--- config.mk ---
export PLATFORM = sky130hd
export DESIGN_NAME = pipe_ctrl
export DESIGN_NICKNAME = d
export VERILOG_FILES = /design/src/rtl/pipe_pkg.sv /design/src/rtl/pipe_ctrl_hazard.sv /design/src/rtl/pipe_ctrl.sv
export SDC_FILE = /design/constraint.sdc
export NUM_CORES = 1
export LEC_CHECK = 0
export ABC_CLOCK_PERIOD_IN_PS = 2300
export BUFFER_PORTS_ARGS = -buffer_cell sky130_fd_sc_hd__buf_4
export CAP_MARGIN = 20
export CELL_PAD_IN_SITES_DETAIL_PLACEMENT = 0
export CELL_PAD_IN_SITES_GLOBAL_PLACEMENT = 2
export CORE_UTILIZATION = 30
export CTS_CLUSTER_DIAMETER = 60
export DETAILED_ROUTE_END_ITERATION = 10
export GPL_TIMING_DRIVEN = 0
export MAX_ROUTING_LAYER = met4
export PLACE_DENSITY = 0.81
export SYNTH_ARGS = -nofsm -noshare
export SYNTH_HDL_FRONTEND = slang
export SYNTH_HIERARCHICAL = 1
export SYNTH_SLANG_ARGS = --single-unit
--- constraint.sdc ---
create_clock -name clk -period 2.3 [get_ports clk]
set_input_delay 0.46 -clock clk [delete_from_list [all_inputs] [get_ports clk]]
set_output_delay 0.46 -clock clk [all_outputs]
set_load 0.1 [all_outputs]
--- src/rtl/pipe_pkg.sv ---
// Shared state encoding and constants for the pipeline sequencing controller.
// Opcode values are shared with the decode stage.
package pipe_pkg;

    typedef enum logic [2:0] {
        S_IDLE     = 3'd0,
        S_RUN      = 3'd1,
        S_LU_STALL = 3'd2,
        S_FLUSH    = 3'd3,
        S_MEM_WAIT = 3'd4,
        S_HALT     = 3'd5
    } state_t;

    localparam int FLUSH_CYCLES_DEF = 2;
    localparam int CNT_W_DEF        = 16;
    localparam int FCNT_W           = 3;

    localparam logic [6:0] OPC_LOAD   = 7'b0000011;
    localparam logic [6:0] OPC_STORE  = 7'b0100011;
    localparam logic [6:0] OPC_BRANCH = 7'b1100011;
    localparam logic [6:0] OPC_JAL    = 7'b1101111;
    localparam logic [6:0] OPC_JALR   = 7'b1100111;
    localparam logic [6:0] OPC_SYSTEM = 7'b1110011;

endpackage

--- src/rtl/pipe_ctrl_hazard.sv ---
// Load-use comparator: a LOAD in execute whose rd feeds a live source
// operand of the instruction sitting in the decode output register.
module hazard_detect (
    input  logic [4:0] id_rs1_i,
    input  logic       id_rs1en_i,
    input  logic [4:0] id_rs2_i,
    input  logic       id_rs2en_i,
    input  logic [4:0] ex_rd_i,
    input  logic       ex_rden_i,
    input  logic       ex_load_i,
    output logic       lu_hazard_o
);

    logic rs1_hit;
    logic rs2_hit;
    logic rd_live;

    assign rs1_hit = id_rs1en_i && (id_rs1_i == ex_rd_i);
    assign rs2_hit = id_rs2en_i && (id_rs2_i == ex_rd_i);
    // x0 never carries a value, so it can never create a dependency
    assign rd_live = ex_load_i && ex_rden_i && (ex_rd_i != 5'd0);

    assign lu_hazard_o = rd_live && (rs1_hit || rs2_hit);

endmodule

--- src/rtl/pipe_ctrl.sv ---
// Pipeline sequencing controller: run/hold/bubble/flush control for
// IF, ID and EX, plus a saturating stall-cycle counter.
module pipe_ctrl
    import pipe_pkg::*;
#(
    parameter int FLUSH_CYCLES = FLUSH_CYCLES_DEF,
    parameter int CNT_W        = CNT_W_DEF
) (
    input  logic             clk,
    input  logic             reset,
    input  logic             start,
    input  logic [4:0]       id_rs1,
    input  logic             id_rs1en,
    input  logic [4:0]       id_rs2,
    input  logic             id_rs2en,
    input  logic             id_system,
    input  logic [4:0]       ex_rd,
    input  logic             ex_rden,
    input  logic             ex_load,
    input  logic             ex_redirect,
    input  logic             mem_req,
    input  logic             mem_ready,
    output logic             run_en,
    output logic             front_hold,
    output logic             id_bubble,
    output logic             flush,
    output logic             halted,
    output logic [CNT_W-1:0] stall_cnt
);

    localparam logic [FCNT_W-1:0] FC_RELOAD = FCNT_W'(FLUSH_CYCLES - 1);
    localparam logic [FCNT_W-1:0] FC_ONE    = FCNT_W'(1);

    state_t            state_q, state_d;
    logic [FCNT_W-1:0] fcnt_q, fcnt_d;
    logic              pend_q, pend_d;
    logic [CNT_W-1:0]  scnt_q, scnt_d;

    logic lu_hazard;
    logic mem_stall;
    logic stall_cycle;

    hazard_detect u_hazard (
        .id_rs1_i    (id_rs1),
        .id_rs1en_i  (id_rs1en),
        .id_rs2_i    (id_rs2),
        .id_rs2en_i  (id_rs2en),
        .ex_rd_i     (ex_rd),
        .ex_rden_i   (ex_rden),
        .ex_load_i   (ex_load),
        .lu_hazard_o (lu_hazard)
    );

    assign mem_stall = mem_req && !mem_ready;

    always_comb begin
        state_d = state_q;
        fcnt_d  = fcnt_q;
        pend_d  = pend_q;
        unique case (state_q)
            S_IDLE, S_HALT: begin
                if (start) state_d = S_RUN;
            end
            S_RUN, S_LU_STALL: begin
                // A bubble lasts one cycle, so the hazard is masked there
                if (mem_stall) begin
                    state_d = S_MEM_WAIT;
                    pend_d  = 1'b0;
                end else if (ex_redirect) begin
                    state_d = S_FLUSH;
                    fcnt_d  = FC_RELOAD;
                end else if (lu_hazard && (state_q == S_RUN)) begin
                    state_d = S_LU_STALL;
                end else if (id_system) begin
                    state_d = S_HALT;
                end else begin
                    state_d = S_RUN;
                end
            end
            S_FLUSH: begin
                if (mem_stall) begin
                    // This flush cycle has been spent; park what remains
                    state_d = S_MEM_WAIT;
                    pend_d  = (fcnt_q != '0);
                    if (fcnt_q != '0) fcnt_d = fcnt_q - FC_ONE;
                end else if (ex_redirect) begin
                    fcnt_d = FC_RELOAD;
                end else if (fcnt_q == '0) begin
                    state_d = S_RUN;
                end else begin
                    fcnt_d = fcnt_q - FC_ONE;
                end
            end
            S_MEM_WAIT: begin
                if (mem_ready) begin
                    state_d = pend_q ? S_FLUSH : S_RUN;
                    pend_d  = 1'b0;
                end
            end
            default: begin
                state_d = S_IDLE;
            end
        endcase
    end

    always_comb begin
        run_en     = 1'b0;
        front_hold = 1'b0;
        id_bubble  = 1'b0;
        flush      = 1'b0;
        halted     = 1'b0;
        unique case (state_q)
            S_RUN: begin
                run_en = 1'b1;
            end
            S_LU_STALL: begin
                run_en     = 1'b1;
                front_hold = 1'b1;
                id_bubble  = 1'b1;
            end
            S_FLUSH: begin
                run_en = 1'b1;
                flush  = 1'b1;
            end
            S_HALT: begin
                halted = 1'b1;
            end
            default: begin
                run_en = 1'b0;
            end
        endcase
    end

    assign stall_cycle = (!run_en || front_hold) &&
                         (state_q != S_IDLE) &&
                         (state_q != S_HALT);

    always_comb begin
        scnt_d = scnt_q;
        if (stall_cycle && !(&scnt_q)) scnt_d = scnt_q + 1'b1;
    end

    assign stall_cnt = scnt_q;

    always_ff @(posedge clk or negedge reset) begin
        if (!reset) begin
            state_q <= S_IDLE;
            fcnt_q  <= '0;
            pend_q  <= 1'b0;
            scnt_q  <= '0;
        end else begin
            state_q <= state_d;
            fcnt_q  <= fcnt_d;
            pend_q  <= pend_d;
            scnt_q  <= scnt_d;
        end
    end

endmodule

After elaboration in Yosys (flattened, before gate mapping)
Index checks and enable logic that the tools add are counted.

Register bits: 23. Output and inout port bits: 21. Word-level logic and storage cells: 79.

Add/sub/neg operators: 2. Eq/ne operators: 18. Mux-type cells: 26. Reductions and logical operators: 29.

Operators by type and width (count): 3-bit 2-to-1 mux (15); 16-bit by 1-bit adder with 16-bit output, second input constant (1); 16-bit AND reduction (1); 2-bit != test, second input constant (6); 3-bit != test, second input constant (4); 3-bit case mux with 4 select lines (1); 5-bit equality test (2); 1-bit logical AND (10); 3-bit nonzero test (3); 4-bit AND reduction (2); 1-bit 2-to-1 mux (7); 3-bit by 2-bit equality test with 1-bit output, second input constant (2); 3-bit equality test, second input constant (2); 3-bit logical NOT (2); 3-bit case mux with 2 select lines (1); 5-bit AND reduction (1); 5-bit nonzero test (1); 4-bit != test, second input constant (1); 2-bit OR reduction (2); 3-bit by 1-bit equality test with 1-bit output, second input constant (1); 1-bit logical NOT (3); 1-bit case mux with 3 select lines (1); 3-bit OR reduction (1); 3-bit by 1-bit subtractor with 3-bit output, second input constant (1); other kinds (3) (4).

Logic depth before layout (Yosys ltp)
Depth in word-level cells: 9. Depth in mapped cells: 8. Gate-level depth less buffers: 8.

Hierarchy
The synthesis kept the hierarchy.

Modules (own cells, without submodules): pipe_ctrl (instances 1, cells each 139, area each 1348.8 sq um, seq. area each 575.6 sq um); hazard_detect (instances 1, cells each 17, area each 135.1 sq um, seq. area each 0.0 sq um).

Worst setup path after synthesis
Ideal clock, no wire load.

Path type: register -> output. Start: register state_q[2]. End: output port id_bubble. Data arrival time: 3.397 ns. Data required time: 1.840 ns. Slack: -1.557 ns. Cell stages (with the launch flop): 5. Buffers on the path: 3. Path through: dfrtp_1 > buf_2 > clkbuf_1 > nor3_1 > buf_4.

Longest elaborated chain between the ends: 2.

RTL lines: start, declared (line pipe_ctrl.sv:34) `state_t state_q, state_d;`; start signal, assigned (line pipe_ctrl.sv:152) `state_q <= state_d;`; 3-bit by 2-bit equality test with 1-bit output; 1-bit 2-to-1 mux; end, declared (line pipe_ctrl.sv:25) `output logic id_bubble,`.

No other way between the ends.

Final worst setup path
Start: register state_q[2]. End: output port id_bubble.

Longest elaborated chain between the ends: 2.

RTL lines: 3-bit by 2-bit equality test with 1-bit output (line pipe_ctrl.sv:112) `unique case (state_q)`; 1-bit 2-to-1 mux (line pipe_ctrl.sv:112).

No other way between the ends.

==> run_results.csv <==
group,metric,value,unit
clock_tree,clock_path_buffers,2,
grt,antenna_found_initial,0,
critical_path,crit_required,1.84,ns
timing,drv_slew,0,
grt,grt_pass1_wl,5892,µm
floorplanning,die-width,72.33,µm
grt,grt_pass1_vias,1292,
critical_path,cp.arrival,1.66,ns
clock_tree,post_cts_buffers,0,
pwr,power_density,1065,nW/µm²
timing,worst_slack,0.1768,ns
pwr,leakage,0.9143,nW
finish,antenna_cells,0,
logic_synthesis,synth_edf_count,0,
pwr,ir_drop,0.7226,mV
floorplanning,fp.dieArea,5232,µm²
floorplanning,dieHeight,72.33,µm
timing,hold_slack,0.06760,ns
timing,min_period_over_period,0.9231,
critical_path,worstSetupPathType,"flop to output pin",
drt,wl_per_cell,12.67,µm
logic_synthesis,synthTopCellsByArea,"dfrtp_1 (39%), xor2_1 (6.5%), xnor2_1 (5.9%)",
logic_synthesis,synth-async-reset-ratio,1.000,
drt,drt_wl_total,3460,µm
critical_path,rr_startpoint,"stall_cnt[0]",
critical_path,worstSetupEndpointType,"output pin",
timing,fin_skew,0.002712,ns
drt,num_vias,1341,
timing,setup_viol,0,
floorplanning,start_util,0.3121,
run_status,outcome,"complete, no violations",
place,dpl_cell_area,1927,µm²
drt,via_per_inst,4.912,
hold_path,hold_path_class,"primary input to async pin",
logic_synthesis,synthTopCellsByCount,"dfrtp_1 (23), nand2_1 (13), xor2_1 (11), nor2_1 (10), xnor2_1 (10)",
logic_synthesis,synth_area,1484,µm²
floorplanning,core,4755,µm²
grt,overflow,0,
place,pre_cts_ws,0.1538,ns
timing,min_period,2.123,ns
timing,tns,0,ns
place,io_buffers,46,
drt,drtIter0Drc,27,
timing,max_freq,0.4710,GHz
logic_synthesis,ys_ff_latch,23,
finish,postLayoutCoreUtil,0.4153,
logic_synthesis,syn_avg_cell_area,9.512,µm²
floorplanning,ios,47,
logic_synthesis,synth-seq-area-share,0.3879,
place,dp_hpwl,2726,µm
logic_synthesis,synth_top_cell_area_share,0.3879,
logic_synthesis,synth_ff_type,"dfrtp_1",
floorplanning,rows,25,
drt,drtPass1Iterations,6,
critical_path,cp-start-kind,"flop",
critical_path,cp-endpoint,"id_bubble",
logic_synthesis,synth_area_leader_cell,"dfrtp_1",
clock_tree,cts_root_buffer,"clkbuf_8",
timing,slew_headroom,0.7331,
timing,rsz0062_at_grt,"no",
critical_path,reg2regPathDepth,5,
timing,worst_pin_slew,0.4003,ns
timing,hold_viol_final,0,
logic_synthesis,synth.most_common_cell,"dfrtp_1",
grt,track_usage,0.1463,
logic_synthesis,synthCells,156,
clock_tree,cts-buffers-inserted,3,
clock_tree,worstSkewPairLatency,0.27,ns
clock_tree,cts_tree,"yes",
critical_path,reg2reg_setup_slack,0.55,ns
drt,drc,0,
finish,fin_area,1974,µm²
logic_synthesis,synth_nets,185,
finish,syn2layout_area_growth,33.05,%
run,drv_cap,0,
drt,ant_nets,0,
critical_path,path_max_fanout,10,
clock_tree,cts_max_level,1,
logic_synthesis,yosys.cell_types.count,48,
place,gp_congestion,0.7403,
critical_path,critPathLaunch,"state_q[2]",
finish,fin_nets,236,
logic_synthesis,ys_warn_count,6,
critical_path,rr_endpoint,"stall_cnt[1]",
finish,layout-drive-gt1-share,0.3350,
clock_tree,clock-sinks,23,
grt,grt_max_degree,24,
clock_tree,clkTransAtPathRegs,0.09,ns
layer usage:
metal / track usage / part of all wire / up-vias
li1: - / - / 651
met1: 0.1832 / 0.44 / 647
met2: 0.2420 / 0.51 / 39
met3: 0.03472 / 0.042 / 4
met4: 0.02832 / 0.0084 / 0
met5: - / 0 / -
critical path, stage by stage (launching register included):
cell and delay, ns:
dfrtp_1 0.36, buf_2 0.19, clkbuf_2 0.23, nor3_4 0.22
buf_4 0.12, buf_4 0.27
cell usage in the layout (no fill, tap or decap), types with 2 or more instances in the layout:
master,n
a21oi_1,7
a31oi_1,3
and3_1,4
buf_2,2
buf_4,48
clkbuf_8,3
dfrtp_1,23
ha_1,3
inv_1,6
nand2_1,13
nand2b_1,2
nand3_1,9
nand4_1,2
nor2_1,9
nor2_2,2
nor2b_1,4
nor3_1,2
nor4_1,3
o211ai_2,2
o21ai_0,6
o22ai_1,2
o31ai_1,3
xnor2_1,10
xor2_1,11
report_power, final:
part	switching (mW)	internal [mW]	leakage, nW	total (mW)
combinational	0.915	0.357	0.585	1.27
clock	0.137	0.121	0.0255	0.258
sequential	0.0791	0.494	0.304	0.573
how the worst min path moves through the flow:
stage	from	to	slack, ns	cells past startpoint
after floorplan	reset	fcnt_q[0]	0.16	0
after CTS	reset	stall_cnt[9]	0.08	1
final	reset	stall_cnt[9]	0.07	1
after global placement	reset	stall_cnt[13]	0.37	1
after detailed placement	reset	stall_cnt[13]	0.37	1
after global routing	reset	stall_cnt[9]	0.08	1
what timing repair did:
action | in CTS | in global routing
hold buffers | 0 | 0
endpoints found under the setup margin | 0 | 2
gates resized for setup | 0 | 2
hold endpoints to repair | 0 | 0
cells by family (layout without fill, tap and decap cells):
logic type | count (synthesis) | in the layout | share of synthesized area
multiplexers | 4 | 4 | 0.03204
AO/OA/AOI/OAI | 32 | 32 | 0.1644
XOR/XNOR | 21 | 21 | 0.1239
AND/OR/NAND/NOR | 62 | 62 | 0.2319
buffers and inverters | 11 | 61 | 0.03456
flip-flops | 23 | 23 | 0.3879
adder cells (fa/ha/maj) | 3 | 3 | 0.02530
state kept, by name (all words and copies together) (netlist names):
signal and cells:
pend_q 1, stall_cnt 16, fcnt_q 3, state_q 3
area by class of cell:
type / instances / area, µm²
Buffer: 5 / 30.03
Clock buffer: 3 / 41.29
Clock inverter: 1 / 5.005
Fill cell: 496 / 2780
Inverter: 6 / 22.52
Multi-Input combinational cell: 122 / 870.8
Sequential cell: 23 / 575.6
Tap cell: 67 / 83.83
Timing Repair Buffer: 46 / 345.3
metrics by stage:
stage                     instances  power, mW
after global placement          269      1.834
after CTS                       273      2.121
final                           273      2.103
after global routing            273      2.238
after floorplan                 156      1.568
after detailed placement        269      1.860
(Power assumes the default switching activity.)
